File: config.mk
export PLATFORM = sky130hd
export DESIGN_NAME = sni_bitap_matcher
export DESIGN_NICKNAME = d
export VERILOG_FILES = /design/src/rtl/sni_bitap_matcher.sv
export SDC_FILE = /design/constraint.sdc
export NUM_CORES = 2
export LEC_CHECK = 0
export ABC_CLOCK_PERIOD_IN_PS = 59200
export CELL_PAD_IN_SITES_DETAIL_PLACEMENT = 2
export CELL_PAD_IN_SITES_GLOBAL_PLACEMENT = 2
export CORE_MARGIN = 2
export CORE_UTILIZATION = 44
export CTS_BUF_LIST = sky130_fd_sc_hd__clkbuf_8
export DETAILED_ROUTE_END_ITERATION = 6
export PLACE_DENSITY = 0.91
export SLEW_MARGIN = 25
export SYNTH_ARGS = -nofsm -noshare
export SYNTH_HDL_FRONTEND = slang
export SYNTH_SLANG_ARGS = --single-unit
File: constraint.sdc
create_clock -name i_clk -period 59.2 [get_ports i_clk]
set_input_delay 11.84 -clock i_clk [delete_from_list [all_inputs] [get_ports i_clk]]
set_output_delay 11.84 -clock i_clk [all_outputs]
set_load 0.03 [all_outputs]
File: src/rtl/sni_bitap_matcher.sv
// Shift-and byte-pattern matcher with packet framing and sticky hit.
// Define SNI_WILDCARD_EN to enable the unbounded gap before pattern[WILD_POS].
module sni_bitap_matcher #(
  parameter int BPC      = 2,
  parameter int PAT_LEN  = 8,
  parameter int WILD_POS = 1
) (
  input  logic                       i_clk,
  input  logic                       i_rst_n,
  input  logic                       i_valid,
  input  logic                       i_sop,
  input  logic                       i_eop,
  input  logic [$clog2(BPC+1)-1:0]   i_last_bytes,
  input  logic [8*BPC-1:0]           i_data,
  input  logic                       i_cfg_we,
  input  logic [7:0]                 i_cfg_addr,
  input  logic [PAT_LEN-1:0]         i_cfg_data,
  output logic                       o_match,
  output logic                       o_pkt_done,
  output logic                       o_pkt_hit
);

  typedef logic [PAT_LEN-1:0] st_t;

  typedef struct packed {
    logic                  vld;
    logic                  sop;
    logic                  eop;
    logic [BPC-1:0]        lv;
    logic [BPC-1:0][PAT_LEN-1:0] mask;
  } s1_t;

  if (BPC < 1 || BPC > 4) begin : g_bad_bpc
    $error("BPC out of range");
  end
  if (PAT_LEN < 2 || PAT_LEN > 32) begin : g_bad_len
    $error("PAT_LEN out of range");
  end
  if (WILD_POS < 1 || WILD_POS >= PAT_LEN) begin : g_bad_wild
    $error("WILD_POS out of range");
  end

  logic [1:0] rst_q;
  logic       rst_n;

  st_t  tbl [256];
  s1_t  s1_d;
  s1_t  s1_q;

  st_t  d_q;
  logic stk_q;
  st_t  d_c;
  st_t  d_n;
  logic hit_c;
  logic stk_c;

  // Async assert, clock-aligned release of the internal reset.
  always_ff @(posedge i_clk or negedge i_rst_n) begin
    if (!i_rst_n) begin
      rst_q <= '0;
    end else begin
      rst_q <= {rst_q[0], 1'b1};
    end
  end

  assign rst_n = rst_q[1];

  // Mask table: written by software, cleared only by reset.
  always_ff @(posedge i_clk or negedge rst_n) begin
    if (!rst_n) begin
      for (int i = 0; i < 256; i++) begin
        tbl[i] <= '0;
      end
    end else if (i_cfg_we) begin
      tbl[i_cfg_addr] <= i_cfg_data;
    end
  end

  // Per-lane mask lookup and lane-valid vector for stage 1.
  always_comb begin
    s1_d     = '0;
    s1_d.vld = i_valid;
    s1_d.sop = i_sop;
    s1_d.eop = i_eop;
    for (int l = 0; l < BPC; l++) begin
      s1_d.mask[l] = tbl[i_data[8*l +: 8]];
      s1_d.lv[l]   = !i_eop ||
                     ((l + int'(i_last_bytes)) >= BPC);
    end
  end

  // Stage 1 register; payload held across bubbles.
  always_ff @(posedge i_clk or negedge rst_n) begin
    if (!rst_n) begin
      s1_q <= '0;
    end else begin
      s1_q.vld <= i_valid;
      if (i_valid) begin
        s1_q.sop  <= s1_d.sop;
        s1_q.eop  <= s1_d.eop;
        s1_q.lv   <= s1_d.lv;
        s1_q.mask <= s1_d.mask;
      end
    end
  end

  // Shift-and update across lanes, high lane first.
  always_comb begin
    d_n   = '0;
    hit_c = 1'b0;
    stk_c = s1_q.sop ? 1'b0 : stk_q;
    d_c   = s1_q.sop ? '0 : d_q;
    for (int l = BPC - 1; l >= 0; l--) begin
      if (s1_q.lv[l]) begin
        d_n = {d_c[PAT_LEN-2:0], 1'b1} & s1_q.mask[l];
`ifdef SNI_WILDCARD_EN
        d_n[WILD_POS-1] = d_n[WILD_POS-1] | d_c[WILD_POS-1];
`endif
        d_c   = d_n;
        hit_c = hit_c | d_c[PAT_LEN-1];
      end
    end
  end

  // Stage 2: state, sticky hit and output pulses.
  always_ff @(posedge i_clk or negedge rst_n) begin
    if (!rst_n) begin
      d_q        <= '0;
      stk_q      <= 1'b0;
      o_match    <= 1'b0;
      o_pkt_done <= 1'b0;
      o_pkt_hit  <= 1'b0;
    end else if (s1_q.vld) begin
      d_q        <= s1_q.eop ? '0 : d_c;
      stk_q      <= s1_q.eop ? 1'b0 : (stk_c | hit_c);
      o_match    <= hit_c;
      o_pkt_done <= s1_q.eop;
      o_pkt_hit  <= s1_q.eop & (stk_c | hit_c);
    end else begin
      o_match    <= 1'b0;
      o_pkt_done <= 1'b0;
      o_pkt_hit  <= 1'b0;
    end
  end

endmodule

==> flow_metrics.py, run 1 <==
metrics = {
    "placement": {
        "hpwl_um": 323000,
        "post-place-ws_ns": 41.53,
        "placed_cells": 10968,
        "gp_congestion": 0.942,
        "io_buffers": 42,
    },
    "synthesis": {
        "yosysTopAreaCell": "dfrtp_1",
        "yosys.area.top_type_share": 0.461,
        "synth_warnings": 0,
        "yosysMostFrequentCell": "dfrtp_1",
        "synth.avg_cell_area_um2": 14.0,
        "seq_area_frac_synth": 0.461,
        "syn-num-nets": 8099,
        "yosys-top-cells-area": "dfrtp_1, mux2_2, mux4_2, mux2i_1, o22ai_1",
        "synth-seq-cells": 2082,
        "synth_edf_count": 0,
        "synth_cell_types": 79,
        "synthArstFlopShare": 1.00,
        "synthTopCellsByCount": "dfrtp_1, mux2_2, mux2i_1",
        "syn-cell-area_um2": 113000,
        "synthCells": 8059,
        "synth_ff_type": "dfrtp_1",
    },
    "grt": {
        "track_usage": 0.701,
        "grt_overflow": 33,
        "grt_max_degree": 187,
        "antenna_found_initial": 168,
    },
    "die": {
        "die_w_um": 511,
        "rows": 185,
        "ios": 43,
        "start_util": 0.443,
        "chipHeight_um": 511,
    },
    "clock_tree": {
        "ctsResizeCount": 0,
        "cts_setup_buffers": 0,
        "cts_buffers": 368,
        "cts_root_buf": "clkbuf_8",
        "cts_buffer_depth": 4,
        "clock-sinks": 2082,
        "h-tree-depth": 5,
        "cts_hold_buf": 0,
    },
    "status": {
        "haltStage": "global routing (5_1_grt)",
        "status": "aborted with a tool error",
        "error": "[ERROR GRT-0232] Routing congestion too high. Check the congestion heatmap in the GUI.",
    },
}
==> kinds of logic after synthesis <==
kind of cell,after synthesis,share of synthesized area
buf+inv,716,0.0395
mux,3497,0.407
simple gates,779,0.0313
compound gates,984,0.0607
other cells,1,0.0000332
flops,2082,0.461
==> per-stage QoR <==
step                      instance area, µm²  hold WS, ns
after floorplan                       113000        0.331
after global placement                115000        0.334
after detailed placement              115000        0.343
after CTS                             122000        0.357
==> layer usage <==
layer  overflow  GRT usage
met5          0      0.495
met4          9      0.686
met3          7      0.641
met2         15      0.810
met1          2      0.671
==> inputs of run 2 (changes only) <==
==> config.mk (replaced) <==
export PLATFORM = sky130hd
export DESIGN_NAME = sni_bitap_matcher
export DESIGN_NICKNAME = d
export VERILOG_FILES = /design/src/rtl/sni_bitap_matcher.sv
export SDC_FILE = /design/constraint.sdc
export NUM_CORES = 2
export LEC_CHECK = 0
export ABC_CLOCK_PERIOD_IN_PS = 77000
export CORE_MARGIN = 2
export CORE_UTILIZATION = 40
export DETAILED_ROUTE_END_ITERATION = 6
export PLACE_DENSITY_LB_ADDON = 0.15
export SLEW_MARGIN = 25
export SYNTH_ARGS = -nofsm -noshare
export SYNTH_HDL_FRONTEND = slang
export SYNTH_SLANG_ARGS = --single-unit
==> constraint.sdc (replaced) <==
create_clock -name i_clk -period 77 [get_ports i_clk]
set_input_delay 15.4 -clock i_clk [delete_from_list [all_inputs] [get_ports i_clk]]
set_output_delay 15.4 -clock i_clk [all_outputs]
set_load 0.03 [all_outputs]
==> flow_metrics.py, run 2 <==
metrics = {
    "synthesis": {
        "synthTopCellsByCount": "dfrtp_1, mux2_2, mux2i_1",
        "yosys.area_share.simple": 0.0313,
        "synth_compound_area_frac": 0.0607,
        "synthArstFlopShare": 1.00,
        "syn-num-nets": 8099,
        "synthMuxAreaShare": 0.407,
        "yosys.area_share.adder": 0,
        "synthCells": 8059,
        "synth-seq-cells": 2082,
        "synth_edf_count": 0,
        "synth.avg_cell_area_um2": 14.0,
        "synth_xor_area_frac": 0,
        "yosys-top-cells-area": "dfrtp_1, mux2_2, mux4_2, mux2i_1, o22ai_1",
        "yosys.area.top_type_share": 0.461,
        "yosysMostFrequentCell": "dfrtp_1",
        "synth_cell_types": 79,
        "synth_ff_type": "dfrtp_1",
        "synth_top_family_by_area": "multiplexers",
        "syn-cell-area_um2": 113000,
        "seq_area_frac_synth": 0.461,
        "synth_warnings": 0,
        "yosysTopAreaCell": "dfrtp_1",
    },
    "clock_tree": {
        "cts_buffer_depth": 4,
        "clk_pin_slew_ns": 0.06,
        "ctsResizeCount": 0,
        "clock_latency_ns": 0.93,
        "h-tree-depth": 4,
        "clock-sinks": 2082,
        "cts_tree": "done",
        "cts_root_buf": "clkbuf_16",
        "cts_setup_buffers": 0,
        "cts_buffers": 237,
        "cts_hold_buf": 0,
    },
    "critical_path": {
        "cpLargestDelayFamily": "buffers and inverters",
        "worstPathArrival_ns": 20.67,
        "cp_num_buf_inv": 4,
        "startpoint_type": "primary input",
        "endpoint_kind": "register",
        "cp_max_fo": 45,
        "cp_common_cell": "buf_4",
        "crit_slowest_cell": "a41oi_1",
        "crit_chain": "buf_8 > buf_4 > buf_4 > buf_4 > mux4_2 > o22ai_1 > o21ai_0 > a21o_1 > a41oi_1 > o41ai_2",
        "critical_path_class": "in2reg",
        "cpPeakStageDelay_ns": 0.93,
        "required_ns": 77.74,
    },
    "power": {
        "intPower_mw": 1.95,
        "ir_drop_v": 0.0000209,
        "p_sw_frac": 0.267,
        "switchingPower_mw": 0.711,
        "p_seq_frac": 0.448,
        "clockPowerShare": 0.439,
        "powerDensity_nw_per_um2": 21.5,
        "p_comb_frac": 0.113,
        "leakagePower_nw": 56.3,
    },
    "die": {
        "start_util": 0.401,
        "dieArea_um2": 286000,
        "chipHeight_um": 535,
        "ios": 43,
        "die_w_um": 535,
        "rows": 195,
        "core_area_um2": 282000,
    },
    "finish": {
        "final_cell_area_um2": 124000,
        "reg_top3": "tbl x2048, s1_q x21, d_q x7",
        "largest_reg_flops": 2048,
        "nets": 7913,
        "n_fill_cell": 25417,
        "final_cell_mix": "dfrtp_1, mux2_2, mux2i_1, mux4_2, nand2_1",
        "drive_gt1_frac": 0.422,
        "area_growth_pct": 9.79,
        "seqCellArea_um2": 52100,
        "layout_commonest_cell": "dfrtp_1",
        "fin_util": 0.440,
        "top_register": "tbl",
        "multi_input_area_um2": 56700,
    },
    "status": {
        "violations": "design-rule violations",
        "status": "finished, violations left",
    },
    "placement": {
        "postPlaceCellArea_um2": 116000,
        "gp_congestion": 0.913,
        "io_buffers": 42,
        "hpwl_um": 272000,
    },
    "detailed_routing": {
        "avgViaCountPerCell": 6.48,
        "ant_nets": 0,
        "dr.first_iter.drc_count": 8105,
        "dr.pass1.iters": 7,
        "drc": 2,
        "wl_um": 417000,
        "wl_per_cell_um": 35.3,
        "vias": 76670,
    },
    "grt": {
        "grt_pass1_vias": 77070,
        "grt_pass1_wl_um": 596000,
        "antenna_found_initial": 32,
        "track_usage": 0.288,
        "grt_overflow": 0,
        "grt_max_degree": 177,
    },
    "timing": {
        "setup_viol": 0,
        "fin_tns_setup_ns": 0,
        "maxSlewViolCount": 0,
        "tightestPinTransition_ns": 1.18,
        "skew_ns": 0.0493,
        "maxSlewHeadroom": 0.212,
        "timing.fmax_mhz": 50.2,
        "period_share": 0.259,
        "min_period_ns": 19.92,
        "hold_viol_final": 0,
        "rsz0062_at_grt": "false",
    },
    "run": {
        "cap_violations": 0,
    },
    "hold_path": {
        "hold_path_class": "reg2reg",
    },
}
[run 2: worst paths after layout]
path	from	end	slack, ns	cells past startpoint
worst max register to register	rst_q[1]	tbl[1739]	70.55	7
worst min register to register	rst_q[0]	rst_q[1]	0.35	0
min in group asynchronous	rst_q[1]	tbl[674]	0.45	0
worst min-delay path	rst_q[0]	rst_q[1]	0.35	0
worst max-delay path	i_data[0]	s1_q[1]	57.08	10
max in group asynchronous	i_rst_n	rst_q[1]	62.21	1
[run 2: kinds of logic after synthesis]
group           Yosys count
simple gates            779
compound gates          984
flops                  2082
buf+inv                 716
other cells               1
mux                    3497
[run 2: final cells by class]
| class | instances | share of cell area |
|---|---|---|
| sequential | 2082 | 0.420 |
| tap | 3743 | 0.0378 |
| antenna | 17 | 0.000343 |
| multi-input combinational | 5261 | 0.457 |
| inverter | 26 | 0.000868 |
| clock buffer | 368 | 0.0586 |
| timing repair buffer | 265 | 0.0193 |
| clock inverter | 65 | 0.00559 |
[run 2: power by group through the flow]
stage,clock (mW),combinational [mW],sequential (mW)
3_5_place_dp,0,0.298,1.21
3_3_place_gp,0,0.294,1.21
2_1_floorplan,0,0.191,1.21
4_1_cts,1.19,0.299,1.19
6_report,1.17,0.301,1.19
5_1_grt,1.23,0.316,1.20
[run 2: metrics by stage]
step	total power, mW	hold slack (ns)	worst slack [ns]	instances
2_1_floorplan	1.40	0.331	14.67	8059
3_3_place_gp	1.50	0.334	55.67	11365
3_5_place_dp	1.51	0.335	56.29	11373
4_1_cts	2.68	0.348	57.23	11806
5_1_grt	2.75	0.359	56.86	11821
6_report	2.66	0.347	57.08	11827
[run 2: metal layers]
metal | vias to the layer above | global-route usage | routed length [µm]
met5 | - | 0 | 84
met1 | 41658 | 0.397 | 176000
met4 | 14 | 0.135 | 21700
li1 | 30839 | - | -
met2 | 3360 | 0.435 | 187000
met3 | 799 | 0.0583 | 32200
[run 2: worst register-to-register path: stages (launching register included)]
cell,delay (ns)
dfrtp_4,0.99
buf_12,0.73
buf_4,0.85
buf_4,0.77
buf_4,0.85
buf_4,0.76
buf_4,0.69
buf_4,0.80
Power figures use the tool's default switching activity.
